### src/rtl/edge_event_arbiter_if.sv
// Edge-event arbiter bus: edge/mask inputs from the detector side, serialized
// event stream with valid/ready, plus overflow and busy status.
interface edge_event_arbiter_if #(
  parameter int WIDTH = 4
);
  localparam int CW = (WIDTH > 1) ? $clog2(WIDTH) : 1;

  logic [WIDTH-1:0] pos_edge;
  logic [WIDTH-1:0] neg_edge;
  logic [WIDTH-1:0] pos_mask;
  logic [WIDTH-1:0] neg_mask;
  logic             evt_valid;
  logic             evt_ready;
  logic [CW-1:0]    evt_chan;
  logic             evt_pol;
  logic [WIDTH-1:0] ovf;
  logic             ovf_clr;
  logic             busy;

  modport master (
    input  pos_edge, neg_edge, pos_mask, neg_mask, evt_ready, ovf_clr,
    output evt_valid, evt_chan, evt_pol, ovf, busy
  );

  modport slave (
    output pos_edge, neg_edge, pos_mask, neg_mask, evt_ready, ovf_clr,
    input  evt_valid, evt_chan, evt_pol, ovf, busy
  );
endinterface

### src/rtl/edge_event_arbiter.sv
// Captures masked per-channel edge pulses as pending slots and serializes them
// round-robin onto a single valid/ready event stream with sticky overflow.
module edge_event_arbiter_lane (
  input  logic       clk,
  input  logic       n_rst,
  input  logic       i_pos_ev,
  input  logic       i_neg_ev,
  input  logic [1:0] i_gnt,
  input  logic       i_ovf_clr,
  output logic [1:0] o_pend,
  output logic       o_ovf
);
  logic [1:0] r_pend;
  logic       r_ovf;
  logic [1:0] w_ev;
  logic       w_drop;

  // bit 0 = rising slot, bit 1 = falling slot; a grant frees the slot so a
  // same-cycle event on it is retained rather than counted as overflow
  assign w_ev   = {i_neg_ev, i_pos_ev};
  assign w_drop = |(w_ev & r_pend & ~i_gnt);

  always_ff @(posedge clk) begin
    if (!n_rst) begin
      r_pend <= '0;
      r_ovf  <= 1'b0;
    end else begin
      r_pend <= (r_pend & ~i_gnt) | w_ev;
      r_ovf  <= (r_ovf & ~i_ovf_clr) | w_drop;
    end
  end

  assign o_pend = r_pend;
  assign o_ovf  = r_ovf;
endmodule

module edge_event_arbiter #(
  parameter int WIDTH = 4
) (
  input  logic                  clk,
  input  logic                  n_rst,
  edge_event_arbiter_if.master  bus
);
  localparam int CW = (WIDTH > 1) ? $clog2(WIDTH) : 1;
  localparam int NS = 2 * WIDTH;
  localparam int PW = $clog2(NS);

  logic [NS-1:0]    w_pend;
  logic [NS-1:0]    w_gnt;
  logic [WIDTH-1:0] w_ovf;
  logic [WIDTH-1:0] w_pos_ev;
  logic [WIDTH-1:0] w_neg_ev;
  logic [PW-1:0]    r_ptr;
  logic             r_valid;
  logic [CW-1:0]    r_chan;
  logic             r_pol;
  logic             w_found;
  logic [PW-1:0]    w_slot;
  logic [PW:0]      w_idx;
  logic             w_load;
  logic             w_grant;

  assign w_pos_ev = bus.pos_edge & bus.pos_mask;
  assign w_neg_ev = bus.neg_edge & bus.neg_mask;

  for (genvar c = 0; c < WIDTH; c++) begin : g_lane
    edge_event_arbiter_lane u_lane (
      .clk       (clk),
      .n_rst     (n_rst),
      .i_pos_ev  (w_pos_ev[c]),
      .i_neg_ev  (w_neg_ev[c]),
      .i_gnt     (w_gnt[2*c +: 2]),
      .i_ovf_clr (bus.ovf_clr),
      .o_pend    (w_pend[2*c +: 2]),
      .o_ovf     (w_ovf[c])
    );
  end

  // first set slot at or above ptr, wrapping modulo NS
  always_comb begin
    w_found = 1'b0;
    w_slot  = '0;
    w_idx   = '0;
    for (int i = 0; i < NS; i++) begin
      w_idx = {1'b0, r_ptr} + (PW+1)'(i);
      if (w_idx >= (PW+1)'(NS)) w_idx = w_idx - (PW+1)'(NS);
      if (!w_found && w_pend[w_idx[PW-1:0]]) begin
        w_found = 1'b1;
        w_slot  = w_idx[PW-1:0];
      end
    end
  end

  assign w_load  = !r_valid || bus.evt_ready;
  assign w_grant = w_load && w_found;
  assign w_gnt   = w_grant ? (NS'(1) << w_slot) : '0;

  always_ff @(posedge clk) begin
    if (!n_rst) begin
      r_valid <= 1'b0;
      r_chan  <= '0;
      r_pol   <= 1'b0;
      r_ptr   <= '0;
    end else if (w_grant) begin
      r_valid <= 1'b1;
      r_chan  <= CW'(w_slot >> 1);
      r_pol   <= ~w_slot[0];
      r_ptr   <= (w_slot == PW'(NS-1)) ? '0 : w_slot + PW'(1);
    end else if (w_load) begin
      r_valid <= 1'b0;
    end
  end

  assign bus.evt_valid = r_valid;
  assign bus.evt_chan  = r_chan;
  assign bus.evt_pol   = r_pol;
  assign bus.ovf       = w_ovf;
  assign bus.busy      = (|w_pend) || r_valid;
endmodule

### src/flat_wrapper.sv
// flat-port wrapper written by rule: the top's interface ports become plain ports
module edge_event_arbiter_flat 
#(
  parameter int WIDTH = 4
)
  (clk, n_rst, bus_pos_edge, bus_neg_edge, bus_pos_mask, bus_neg_mask, bus_evt_ready, bus_ovf_clr, bus_evt_valid, bus_evt_chan, bus_evt_pol, bus_ovf, bus_busy);
  edge_event_arbiter_if #(.WIDTH(WIDTH)) bus_i ();
  input  logic clk;
  input  logic n_rst;
  input wire logic [$bits(bus_i.pos_edge)-1:0] bus_pos_edge;
  input wire logic [$bits(bus_i.neg_edge)-1:0] bus_neg_edge;
  input wire logic [$bits(bus_i.pos_mask)-1:0] bus_pos_mask;
  input wire logic [$bits(bus_i.neg_mask)-1:0] bus_neg_mask;
  input wire logic [$bits(bus_i.evt_ready)-1:0] bus_evt_ready;
  input wire logic [$bits(bus_i.ovf_clr)-1:0] bus_ovf_clr;
  output wire logic [$bits(bus_i.evt_valid)-1:0] bus_evt_valid;
  output wire logic [$bits(bus_i.evt_chan)-1:0] bus_evt_chan;
  output wire logic [$bits(bus_i.evt_pol)-1:0] bus_evt_pol;
  output wire logic [$bits(bus_i.ovf)-1:0] bus_ovf;
  output wire logic [$bits(bus_i.busy)-1:0] bus_busy;
  assign bus_i.pos_edge = bus_pos_edge;
  assign bus_i.neg_edge = bus_neg_edge;
  assign bus_i.pos_mask = bus_pos_mask;
  assign bus_i.neg_mask = bus_neg_mask;
  assign bus_i.evt_ready = bus_evt_ready;
  assign bus_i.ovf_clr = bus_ovf_clr;
  assign bus_evt_valid = bus_i.evt_valid;
  assign bus_evt_chan = bus_i.evt_chan;
  assign bus_evt_pol = bus_i.evt_pol;
  assign bus_ovf = bus_i.ovf;
  assign bus_busy = bus_i.busy;
  edge_event_arbiter #(.WIDTH(WIDTH)) u_core (.clk(clk), .n_rst(n_rst), .bus(bus_i));
endmodule
### config.mk
export PLATFORM = sky130hd
export DESIGN_NAME = edge_event_arbiter_flat
export DESIGN_NICKNAME = d
export VERILOG_FILES = /design/src/rtl/edge_event_arbiter_if.sv /design/src/rtl/edge_event_arbiter.sv /design/src/flat_wrapper.sv
export SDC_FILE = /design/constraint.sdc
export NUM_CORES = 1
export LEC_CHECK = 0
export ABC_AREA = 1
export CAP_MARGIN = 20
export CORE_AREA = 2 2 46 80
export CTS_CLUSTER_SIZE = 12
export DETAILED_ROUTE_END_ITERATION = 6
export DIE_AREA = 0 0 48 82
export PLACE_DENSITY = 0.73
export SETUP_SLACK_MARGIN = 0.15
export SYNTH_ARGS = -nofsm -noshare
export SYNTH_HDL_FRONTEND = slang
export SYNTH_SLANG_ARGS = --single-unit
### constraint.sdc
create_clock -name clk -period 4.5 [get_ports clk]
set_input_delay 0.9 -clock clk [delete_from_list [all_inputs] [get_ports clk]]
set_output_delay 0.9 -clock clk [all_outputs]
set_load 0.02 [all_outputs]
==> results of run 1 <==
cell usage after synthesis, drive strengths merged (3+ instances only):
library cell / instances / area [sq um]
a21oi: 15 / 78.8
o21ai: 16 / 87.6
nand2: 78 / 348
buf: 9 / 80.1
xor2: 3 / 26.3
inv: 29 / 111
ha: 7 / 87.6
dfxtp: 18 / 360
nand4: 6 / 52.6
nand3: 35 / 240
nor2: 18 / 91.3
stage by stage:
step / power (mW) / instance area [sq um] / util (%)
floorplan: 1.31 / 1660 / -
global placement: 1.52 / 1910 / 57.4
detailed placement: 1.52 / 1910 / 57.4
CTS: 1.64 / 1950 / 58.7
global route: 1.82 / 1950 / 58.7
finish: 1.63 / 1950 / 58.7
report_power, final:
| part | switching (mW) | internal, mW | leakage [nW] | total (mW) |
|---|---|---|---|---|
| Combinational | 0.822 | 0.440 | 0.738 | 1.26 |
| Clock | 0.0515 | 0.0595 | 0.0216 | 0.111 |
| Sequential | 0.0636 | 0.197 | 0.149 | 0.261 |
| Total | 0.937 | 0.697 | 0.908 | 1.63 |
cell families after synthesis:
kind of cell	count (synthesis)	synth area share, %
xor gates and xnor gates	5	2.63
and+or+nand+nor	144	46.8
DFF	18	21.7
buffers and inverters	41	12.3
AOI/OAI and AO/OA	34	11.4
adders and majority gates	7	5.26
per-layer routing:
layer | wire (microns) | global-route usage [%]
met3 | 123 | 2.42
met1 | 1450 | 23.5
met4 | 286 | 18.1
met2 | 2300 | 44.0
met5 | 0 | 0
final timing paths:
path	from	end	slack, ns	cells after the start
worst max-delay path	u_core.bus.evt_pol	u_core.g_lane[3].u_lane.o_ovf	0.87	20
worst min-delay path	u_core.bus.evt_chan[1]	u_core.bus.evt_chan[1]	0.48	2
worst max register to register	u_core.bus.evt_pol	u_core.g_lane[3].u_lane.o_ovf	0.87	20
worst min register to register	u_core.bus.evt_chan[1]	u_core.bus.evt_chan[1]	0.48	2
state kept, by name, indices dropped and copies added, names as in the netlist:
register / count
u_core.bus.evt_pol: 1
u_core.g_lane.u_lane.o_ovf: 4
u_core.g_lane.u_lane.o_pend: 8
u_core.r_ptr: 2
u_core.bus.evt_chan: 2
u_core.bus.evt_valid: 1
final cells by class:
cell class	count	area (sq um)	share of cell area, %
flip-flops and latches	18	360	18.4
inverters	30	115	5.89
well taps	45	56.3	2.88
clock buffers	3	41.3	2.11
repair buffers	28	280	14.3
multi-input cells	190	1100	56.3
worst max-delay path: stages (launching register included):
cell	delay, ns
dfxtp_1	0.58
inv_4	0.17
ha_1	0.50
inv_1	0.17
nand3_2	0.12
nand3_2	0.13
nand2_2	0.15
nor2_8	0.05
nand2_1	0.08
inv_1	0.08
or2_2	0.29
nand2_1	0.07
nand4_1	0.11
nand2_1	0.15
inv_1	0.08
ha_1	0.22
ha_1	0.18
nand2_1	0.06
nand2_1	0.07
a2bb2oi_1	0.15
a21oi_2	0.14
==> results_dict.tcl, run 1 <==
set metrics [dict create \
    die_w_microns 48 \
    die_y_microns 82 \
    cp-start-kind "register" \
    yosysWarnings 0 \
    ir_worst_vdd_uv 451 \
    syn_to_final_growth_pct 17.4 \
    insertedDiodeCount 0 \
    hp-class "reg2reg" \
    vias 1651 \
    grt_use_total_pct 24.5 \
    post-cts-setup-buffers 0 \
    core_sq_um 3330 \
    grt_pass1_wl_microns 6850 \
    drc 0 \
    cts_sinks 18 \
    cts_tree "built" \
    synth_edf_count 0 \
    cts_root_buffer "clkbuf_8" \
    clk-insertion-delay-late_ns 0.25 \
    status "finished, final reports clean" \
    drt-wirelength-per-cell_microns 13.3 \
    dpl_worst_slack_ns 0.919 \
    syn_avg_cell_area_sq_um 6.68 \
    layout_setup_ws_ns 0.871 \
    finalHoldViolations 0 \
    port_buffers 28 \
    hold_buffers 0 \
    worstMarginPinSlew_ns 0.435 \
    skew_ns 0.00331 \
    synth_cell_types 38 \
    syn_inst 249 \
    slew-limit-headroom_pct 71.0 \
    rsz0062_at_grt "false" \
    place.gp.congestion 0.877 \
    leakage_nw 0.908 \
    fin_crit_sh_pct 80.6 \
    setup_viol 0 \
    async_reset_ff_share_pct 0 \
    place_inst 311 \
    clockBufferDepth 2 \
    htree_levels 1 \
    layout.cells.non_filler 314 \
    grt_max_degree 14 \
    overflow 0 \
    min_period_ns 3.63 \
    clk_pin_slew_ns 0.07 \
    drv_slew 0 \
    holdWs_ns 0.480 \
    antenna_found_initial 0 \
    fmax_ghz 0.276 \
    io_pins 29 \
    final_cell_mix "nand2_1, clkdlybuf4s50_1, inv_1, nand3_1, dfxtp_1" \
    post-dp-hpwl_microns 3530 \
    crit_fanout 12 \
    cp_data_arrival_time_ns 3.81 \
    cts_buffers 3 \
    antenna_left 0 \
    layout.nets 298 \
    drive_gt1_share_pct 14.1 \
    cap_violations 0 \
    firstDrtPassIters 4 \
    drt-total-wl_microns 4160 \
    power_density_nw_per_um2 836 \
    syn_area_sq_um 1660 \
    cts_resized 0 \
    ys_ff_latch 18 \
    ys.flop_type "dfxtp_1" \
    synth_fp_nets 276 \
    drt-initial-drc-count 15 \
    end_kind "register" \
    mostFrequentLayoutCell "nand2_1" \
    viasPerCell 5.26 \
    design.die.area_sq_um 3940 \
    start_util_pct 50.0 \
    crit_required_ns 4.68 \
    row_count 28 \
    tns_ns 0 \
    grt_pass1_vias 1618 \
    critPathKind "reg2reg" \
    synth-seq-area-share_pct 21.7 \
    fill_cells 324 \
]
Note: power is estimated with default switching activity, not from simulation.
==> inputs of run 2 (changes only) <==
--- a/config.mk
+++ b/config.mk
@@ -7,11 +7,11 @@
 export LEC_CHECK = 0
 export ABC_AREA = 1
 export CAP_MARGIN = 20
-export CORE_AREA = 2 2 46 80
+export CORE_AREA = 2 2 48 83
 export CTS_CLUSTER_SIZE = 12
 export DETAILED_ROUTE_END_ITERATION = 6
-export DIE_AREA = 0 0 48 82
-export PLACE_DENSITY = 0.73
+export DIE_AREA = 0 0 50 85
+export PLACE_DENSITY = 0.7
 export SETUP_SLACK_MARGIN = 0.15
 export SYNTH_ARGS = -nofsm -noshare
 export SYNTH_HDL_FRONTEND = slang
==> constraint.sdc (replaced) <==
create_clock -name clk -period 3.1 [get_ports clk]
set_input_delay 0.62 -clock clk [delete_from_list [all_inputs] [get_ports clk]]
set_output_delay 0.62 -clock clk [all_outputs]
set_load 0.02 [all_outputs]
==> results_dict.tcl, run 2 (synthesized netlist as in run 1, its figures left out) <==
set metrics [dict create \
    status "finished, final reports clean" \
    ir_worst_vdd_uv 941 \
    cts_sinks 18 \
    cp_data_arrival_time_ns 2.92 \
    grt_max_degree 14 \
    post-dp-hpwl_microns 3650 \
    cts_buffers 3 \
    drt-total-wl_microns 4420 \
    htree_levels 1 \
    end_kind "register" \
    grt_pass1_vias 1689 \
    design.die.area_sq_um 4250 \
    fmax_ghz 0.359 \
    power_mw 2.79 \
    drv_slew 0 \
    place.gp.congestion 0.954 \
    syn_to_final_growth_pct 29.8 \
    layout.cells.non_filler 327 \
    grt_use_total_pct 22.7 \
    skew_ns 0.00512 \
    drc 0 \
    crit_fanout 8 \
    cts_tree "built" \
    grt_pass1_wl_microns 7430 \
    clockBufferDepth 2 \
    hp-class "reg2reg" \
    fin_crit_sh_pct 89.9 \
    cap_violations 0 \
    slew-limit-headroom_pct 69.3 \
    final_cell_mix "nand2_1, clkdlybuf4s50_1, inv_1, nand3_1, nor2_1" \
    layout.nets 309 \
    port_buffers 28 \
    drt-wirelength-per-cell_microns 13.5 \
    rrSetupSlack_ns 0.31 \
    viasPerCell 5.23 \
    die_y_microns 85 \
    leakage_nw 0.979 \
    mostFrequentLayoutCell "nand2_1" \
    cts_root_buffer "clkbuf_8" \
    core_sq_um 3590 \
    rsz0062_at_grt "true" \
    dpl_worst_slack_ns 0.166 \
    fill_cells 345 \
    io_pins 29 \
    drive_gt1_share_pct 24.6 \
    drt-initial-drc-count 26 \
    critPathKind "reg2reg" \
    insertedDiodeCount 0 \
    cp-start-kind "register" \
    finalHoldViolations 0 \
    firstDrtPassIters 4 \
    antenna_left 0 \
    worstMarginPinSlew_ns 0.460 \
    holdWs_ns 0.474 \
    setup_viol 0 \
    min_period_ns 2.79 \
    overflow 0 \
    clk_pin_slew_ns 0.07 \
    vias 1710 \
    place_inst 316 \
    power_density_nw_per_um2 1290 \
    antenna_found_initial 0 \
    die_w_microns 50 \
    row_count 29 \
    hold_buffers 0 \
    layout_setup_ws_ns 0.314 \
    clk-insertion-delay-late_ns 0.26 \
    crit_required_ns 3.24 \
    largest_reg_flops 8 \
    tns_ns 0 \
    start_util_pct 46.3 \
]
## run 2: changes by cell type in the layout (fill, tap and decap cells not counted), sizes merged
cell / before / now
clkbuf: 3 / 4
buf: 0 / 11
## run 2: layout make-up
| cell class | instances | area [sq um] | share of cell area (%) |
|---|---|---|---|
| multi-input cells | 190 | 1200 | 55.4 |
| well taps | 46 | 57.6 | 2.66 |
| inverters | 30 | 118 | 5.44 |
| flip-flops and latches | 18 | 367 | 17.0 |
| repair buffers | 39 | 367 | 17.0 |
| clock buffers | 4 | 55.1 | 2.55 |
## run 2: path summary, 6_finish.rpt
check / from / to / cells past startpoint
setup / recovery: u_core.bus.evt_pol / u_core.r_ptr[2] / 18
hold / removal: u_core.bus.evt_chan[1] / u_core.bus.evt_chan[1] / 2
hold reg to reg: u_core.bus.evt_chan[1] / u_core.bus.evt_chan[1] / 2
setup reg to reg: u_core.bus.evt_pol / u_core.r_ptr[2] / 18
## run 2: layer usage
metal  global-route usage, %  share of wire, %  vias up
met1                    22.0                35      769
met2                    42.2                55       46
li1                        -                 -      870
met4                    18.7               8.2        0
met3                    1.23               2.0       25
met5                       0                 0        -
## run 2: where the power goes
group / switching [mW] / internal (mW)
combinational: 1.37 / 0.851
clock: 0.0820 / 0.113
sequential: 0.0812 / 0.291
total: 1.54 / 1.26
## run 2: metrics by stage
| step | utilization (%) | cell area [sq um] |
|---|---|---|
| floorplan | - | 1710 |
| global placement | 54.9 | 1970 |
| detailed placement | 54.9 | 1970 |
| CTS | 56.7 | 2040 |
| global route | 60.2 | 2160 |
| finish | 60.2 | 2160 |
## run 2: worst max-delay path: stages, from the launching register on
cell and delay (ns):
dfxtp_4 0.41, inv_4 0.07, ha_4 0.33, inv_4 0.06, nand3_2 0.10, nand3_4 0.10
nand2_4 0.10, nor2_8 0.04, nand2_2 0.07, inv_2 0.05, or2_2 0.29, nand2_2 0.07
nand4_1 0.10, nand2_2 0.11, inv_1 0.07, ha_2 0.18, ha_1 0.26, o21ai_0 0.19
a21oi_1 0.07
## run 2: repair_timing
| action | 4_1_cts | 5_1_grt |
|---|---|---|
| resized for setup | 1 | 18 |
| endpoints found under the setup margin | 1 | 11 |
| pin swaps | 0 | 4 |
| setup buffers | 0 | 7 |
